File: src/rtl/instr_encoder_pkg.sv
// instr_encoder_pkg: shared definitions for the RV32 instruction encoder.
//   - fmt_e      : encoding of the fmt request field (values 6 and 7 are illegal)
//   - OPC_*      : standard RV32I major opcodes
//   - IMM_* / J_*: legal signed immediate ranges used when IMM_RANGE_CHECK_EN is defined
package instr_encoder_pkg;

    typedef enum logic [2:0] {
        FMT_R = 3'd0,
        FMT_I = 3'd1,
        FMT_S = 3'd2,
        FMT_B = 3'd3,
        FMT_U = 3'd4,
        FMT_J = 3'd5
    } fmt_e;

    localparam logic [6:0] OPC_OP     = 7'h33;
    localparam logic [6:0] OPC_OP_IMM = 7'h13;
    localparam logic [6:0] OPC_LOAD   = 7'h03;
    localparam logic [6:0] OPC_STORE  = 7'h23;
    localparam logic [6:0] OPC_BRANCH = 7'h63;
    localparam logic [6:0] OPC_LUI    = 7'h37;
    localparam logic [6:0] OPC_AUIPC  = 7'h17;
    localparam logic [6:0] OPC_JAL    = 7'h6F;
    localparam logic [6:0] OPC_JALR   = 7'h67;

    localparam logic signed [31:0] IMM12_MIN = -32'sd2048;
    localparam logic signed [31:0] IMM12_MAX = 32'sd2047;
    localparam logic signed [31:0] IMMB_MIN  = -32'sd4096;
    localparam logic signed [31:0] IMMB_MAX  = 32'sd4094;
    localparam logic signed [31:0] IMMJ_MIN  = -32'sd1048576;
    localparam logic signed [31:0] IMMJ_MAX  = 32'sd1048574;

endpackage

File: src/rtl/instr_encoder_imm_pack.sv
// imm_pack: combinational RV32 field packer.
// Ports:
//   fmt    in  3   format select (R/I/S/B/U/J = 0..5, 6/7 illegal)
//   opcode in  7   major opcode
//   rd, rs1, rs2 in 5  register indices
//   funct3 in  3, funct7 in 7
//   imm    in  32  signed immediate
//   instr  out 32  packed instruction word
//   err    out 1   encode error
// Optional feature: define IMM_RANGE_CHECK_EN to flag immediates that do not
// fit their format; the word is still packed from the truncated bits.
module imm_pack
    import instr_encoder_pkg::*;
(
    input  logic [2:0]         fmt,
    input  logic [6:0]         opcode,
    input  logic [4:0]         rd,
    input  logic [4:0]         rs1,
    input  logic [4:0]         rs2,
    input  logic [2:0]         funct3,
    input  logic [6:0]         funct7,
    input  logic signed [31:0] imm,
    output logic [31:0]        instr,
    output logic               err
);

    always_comb begin
        instr = '0;
        err   = 1'b0;
        case (fmt)
            FMT_R: instr = {funct7, rs2, rs1, funct3, rd, opcode};
            FMT_I: begin
                instr = {imm[11:0], rs1, funct3, rd, opcode};
`ifdef IMM_RANGE_CHECK_EN
                err = (imm < IMM12_MIN) || (imm > IMM12_MAX);
`endif
            end
            FMT_S: begin
                instr = {imm[11:5], rs2, rs1, funct3, imm[4:0], opcode};
`ifdef IMM_RANGE_CHECK_EN
                err = (imm < IMM12_MIN) || (imm > IMM12_MAX);
`endif
            end
            FMT_B: begin
                instr = {imm[12], imm[10:5], rs2, rs1, funct3, imm[4:1], imm[11], opcode};
`ifdef IMM_RANGE_CHECK_EN
                // Branch offsets are halfword aligned, so bit 0 must be clear.
                err = (imm < IMMB_MIN) || (imm > IMMB_MAX) || imm[0];
`endif
            end
            FMT_U: begin
                instr = {imm[31:12], rd, opcode};
`ifdef IMM_RANGE_CHECK_EN
                err = (imm[11:0] != 12'd0);
`endif
            end
            FMT_J: begin
                instr = {imm[20], imm[10:1], imm[11], imm[19:12], rd, opcode};
`ifdef IMM_RANGE_CHECK_EN
                err = (imm < IMMJ_MIN) || (imm > IMMJ_MAX) || imm[0];
`endif
            end
            default: begin
                instr = '0;
                err   = 1'b1;
            end
        endcase
    end

endmodule

File: src/rtl/instr_encoder.sv
// instr_encoder: RV32 instruction encoder with a single valid/ready output
// register (latency 1, full throughput) plus request and error counters.
// Ports:
//   clk, rst_n                  clock, asynchronous active-low reset
//   in_valid / in_ready         request handshake
//   fmt, opcode, rd, rs1, rs2, funct3, funct7, imm   request fields
//   out_valid / out_ready       result handshake
//   instr, err                  registered encoded word and error flag
//   instr_cnt                   accepted requests, wraps at 16 bits
//   err_cnt                     accepted requests with err=1, saturates at 0xFF
// Optional feature: IMM_RANGE_CHECK_EN (see imm_pack) enables immediate range errors.
module instr_encoder
    import instr_encoder_pkg::*;
(
    input  logic               clk,
    input  logic               rst_n,
    input  logic               in_valid,
    output logic               in_ready,
    input  logic [2:0]         fmt,
    input  logic [6:0]         opcode,
    input  logic [4:0]         rd,
    input  logic [4:0]         rs1,
    input  logic [4:0]         rs2,
    input  logic [2:0]         funct3,
    input  logic [6:0]         funct7,
    input  logic signed [31:0] imm,
    output logic               out_valid,
    input  logic               out_ready,
    output logic [31:0]        instr,
    output logic               err,
    output logic [15:0]        instr_cnt,
    output logic [7:0]         err_cnt
);

    logic [31:0] instr_p0;
    logic        err_p0;
    logic        accept;

    // Stage 0: combinational packing of the incoming request
    imm_pack u_imm_pack (
        .fmt    (fmt),
        .opcode (opcode),
        .rd     (rd),
        .rs1    (rs1),
        .rs2    (rs2),
        .funct3 (funct3),
        .funct7 (funct7),
        .imm    (imm),
        .instr  (instr_p0),
        .err    (err_p0)
    );

    // The register can take a new word whenever it is empty or being drained.
    assign in_ready = !out_valid || out_ready;
    assign accept   = in_valid && in_ready;

    // Stage 1: output register and counters
    always_ff @(posedge clk or negedge rst_n) begin
        if (!rst_n) begin
            out_valid <= 1'b0;
            instr     <= '0;
            err       <= 1'b0;
            instr_cnt <= '0;
            err_cnt   <= '0;
        end else begin
            if (accept) begin
                out_valid <= 1'b1;
                instr     <= instr_p0;
                err       <= err_p0;
                instr_cnt <= instr_cnt + 16'd1;
                if (err_p0 && (err_cnt != 8'hFF))
                    err_cnt <= err_cnt + 8'd1;
            end else if (out_ready) begin
                out_valid <= 1'b0;
            end
        end
    end

endmodule
File: config.mk
export PLATFORM = sky130hd
export DESIGN_NAME = instr_encoder
export DESIGN_NICKNAME = d
export VERILOG_FILES = /design/src/rtl/instr_encoder_pkg.sv /design/src/rtl/instr_encoder_imm_pack.sv /design/src/rtl/instr_encoder.sv
export SDC_FILE = /design/constraint.sdc
export NUM_CORES = 1
export LEC_CHECK = 0
export BUFFER_PORTS_ARGS = -buffer_cell sky130_fd_sc_hd__buf_4
export CORE_MARGIN = 2
export CORE_UTILIZATION = 51
export DETAILED_ROUTE_END_ITERATION = 8
export PLACE_DENSITY = 0.86
export SLEW_MARGIN = 0
export SYNTH_ARGS = -nofsm -noshare
export SYNTH_HDL_FRONTEND = slang
export SYNTH_SLANG_ARGS = --single-unit
File: constraint.sdc
create_clock -name clk -period 4.9 [get_ports clk]
set_clock_uncertainty 0.2 [all_clocks]
set_input_delay 0.98 -clock clk [delete_from_list [all_inputs] [get_ports clk]]
set_output_delay 0.98 -clock clk [all_outputs]
set_load 0.1 [all_outputs]
==> metrics <==
delay-heaviest family, CP buffers and inverters; drt wl/cell 14.9 µm; Setup Slack @ Placement 1.80 ns; DRT antenna net count 0; most frequent cells in the layout 131 x buf_4, 58 x dfrtp_1, 51 x nor2_1, 45 x nand2_1, 19 x a221oi_1; fin crit period 2.92 ns; Initial Utilization 0.526; Core ar. 5470 µm²; Setup-failing EPs final 0; FF-to-FF Start out_valid$_DFFE_PN0P_; port buffer count 129; GRT Util Overall 0.247; maximum vdd drop 0.000333 V; Rows 27; P_int 1.08 mW; top cell type's share of synthesized area 0.504; initial antenna violation count 0; commonest non-fill, non-tap cell in the layout buf_4; warnings from Yosys 0; sequential element share of the synthesized area 0.504; Crit path arrival time 1.74 ns; Filler Cell Count 421; RR Endpoint instr[10]$_DFFE_PN0P_; clock latency at the later pin of the worst-skew pair 0.33 ns; Reg power frac 0.305; Avg Cell Area, Syn 9.63 µm²; Switch Pwr 1.05 mW; Synth Instances 299; #FFs+latches synth 58; Switching Share 0.493; Top cell by count, worst path buf_4; CP Cell Sequence buf_4, nand2b_1, buf_4; logic gate share of total power 0.464; routed wire length 7.48 mm; dpl cell area 3870 µm²; fraction of registers with async set/reset 1.00; worst hold path endpoint instr_cnt[15]$_DFFE_PN0P_; critical path buffer and inverter count 2; CTS clk-pin slew, worst paths 0.06 ns; multi-input logic area 1320 µm²; # diodes 0; Lkg Pwr 2.02 nW; Hold Path Stages 1; worst-path maximum fanout 9; I/O Pins 130; Clk pwr share 0.231; slew margin rel. 0.402; delay of the slowest cell on the worst path 0.37 ns; vias per std cell 5.48; Mapped Area 2880 µm²; Setup Buffers After CTS 0; CTS buffer count 9; Die H 79.1 µm; DIE AREA 6260 µm²; syn nets 372; CTS resizes 0; CTS Root Cell clkbuf_8; Setup TNS 0 ns; vias post-DR 2750; status finished clean; Clock Tree Buf Depth 2; Setup crit start kind input port; fin crit share 0.596; vias in the first global route 2719; number of flops mapped to enable cells by yosys 0; Final nets 498; maximum number of pins on one net before global-route repair 59; Slew @ Worst Pin 0.894 ns; Fin. Hold Viols 0; Hold Crit Start instr_cnt[15]$_DFFE_PN0P_; DRC 0; GPL Wtd Cong 0.787; synth top area cells dfrtp_1 50%, nor2_1 6.6%, nand2_1 5.9%; storage element area 1450 µm²; global route total overflow 0; Synth area leader dfrtp_1; Power Density 519 nW/µm²; Hold Buf Count CTS 0; most used flip-flop cell after synthesis dfrtp_1; PnR worst setup slack 1.98 ns; Worst Hold Class flop to flop; Reg2Reg Setup Slack 2.54 ns; first-pass GRT wire length 12.1 mm; R2R depth 5; hpwl dp 5.39 mm; Max Freq 342 MHz; total number of H-tree levels 3; DRT Pass-1 Iters 5; layout cells sized above 1 0.367; area grow syn2layout 41.9%; kind of critical path input port to output pin; critical path capture point type output pin; max cap viols 0; Design Area, Final 4090 µm²; Detailed Route Iter0 Violations 130; Max Slew Vio Count 0; Sink Count 58; CP max stage cell buf_4; CTS tree yes; count of different cell masters after synthesis 35; RSZ-0062 raised after global routing no; Horiz. Die Dim 79.1 µm; Crit path required time 3.72 ns
## flip-flops by register name, summed over array words and instances (netlist names)
signal / flops
err_cnt: 8
instr: 32
instr_cnt: 16
out_valid: 1
err: 1
## per-stage QoR
step | utilization | hold WS [ns] | power (mW) | instances
floorplan | - | 0.484 | 1.39 | 299
global placement | 0.707 | 0.255 | 1.63 | 486
detailed placement | 0.707 | 0.258 | 1.64 | 486
CTS | 0.747 | 0.273 | 2.13 | 502
global route | 0.747 | 0.299 | 2.20 | 502
finish | 0.747 | 0.271 | 2.12 | 502
## synthesized netlist by cell type (2+ instances only)
| cell | instances |
|---|---|
| nand2b_1 | 2 |
| dfrtp_1 | 58 |
| nand2_1 | 45 |
| xor2_1 | 7 |
| a21oi_1 | 4 |
| and3_1 | 3 |
| and2_1 | 2 |
| buf_2 | 8 |
| ha_1 | 2 |
| mux2i_1 | 9 |
| a22o_1 | 4 |
| buf_4 | 4 |
| xnor2_1 | 11 |
| nand3_1 | 11 |
| a22oi_1 | 4 |
| nor3_1 | 5 |
| o21ai_0 | 14 |
| mux2_2 | 5 |
| inv_1 | 4 |
| nor2b_1 | 3 |
| nor2_1 | 51 |
| a221oi_1 | 19 |
| nand4_1 | 9 |
| clkbuf_1 | 4 |
## cell families (layout without fill, tap and decap cells)
logic type / after synthesis / in the layout / synth area share
adder cells (fa/ha/maj): 2 / 2 / 0.00869
AO/OA/AOI/OAI: 48 / 48 / 0.120
buffers and inverters: 21 / 152 / 0.0361
AND/OR/NAND/NOR: 138 / 138 / 0.226
XOR/XNOR: 18 / 18 / 0.0548
multiplexers: 14 / 14 / 0.0508
flip-flops: 58 / 58 / 0.504
## power by group through the flow
stage          registers (mW)  clock network (mW)  logic (mW)
4_1_cts                 0.648               0.495       0.989
2_1_floorplan            1.24                   0       0.158
3_3_place_gp            0.651                   0       0.976
5_1_grt                 0.659               0.519        1.02
3_5_place_dp            0.654                   0       0.988
6_report                0.647               0.491       0.985
## worst max path at each step
stage | start | to | slack, ns | cells after the start
after detailed placement | out_ready | instr[9]$_DFFE_PN0P_ | 1.80 | 6
after CTS | out_ready | in_ready | 1.99 | 3
final | out_ready | in_ready | 1.98 | 3
after global placement | out_ready | instr[30]$_DFFE_PN0P_ | 1.90 | 6
after floorplan | out_ready | in_ready | 2.31 | 2
after global routing | out_ready | in_ready | 1.94 | 3
## layout make-up
class,count,share of cell area
Inverter,5,0.00459
Timing Repair Buffer,131,0.241
Tap cell,72,0.0220
Clock inverter,5,0.0190
Sequential cell,58,0.355
Multi-Input combinational cell,220,0.324
Clock buffer,11,0.0346
## per-layer routing
| metal | track usage | wire [µm] | vias to the layer above |
|---|---|---|---|
| li1 | - | - | 1301 |
| met4 | 0.122 | 159 | 0 |
| met3 | 0.0682 | 642 | 19 |
| met5 | 0 | 0 | - |
| met2 | 0.415 | 3780 | 129 |
| met1 | 0.292 | 2900 | 1301 |
Power figures use the tool's default switching activity.
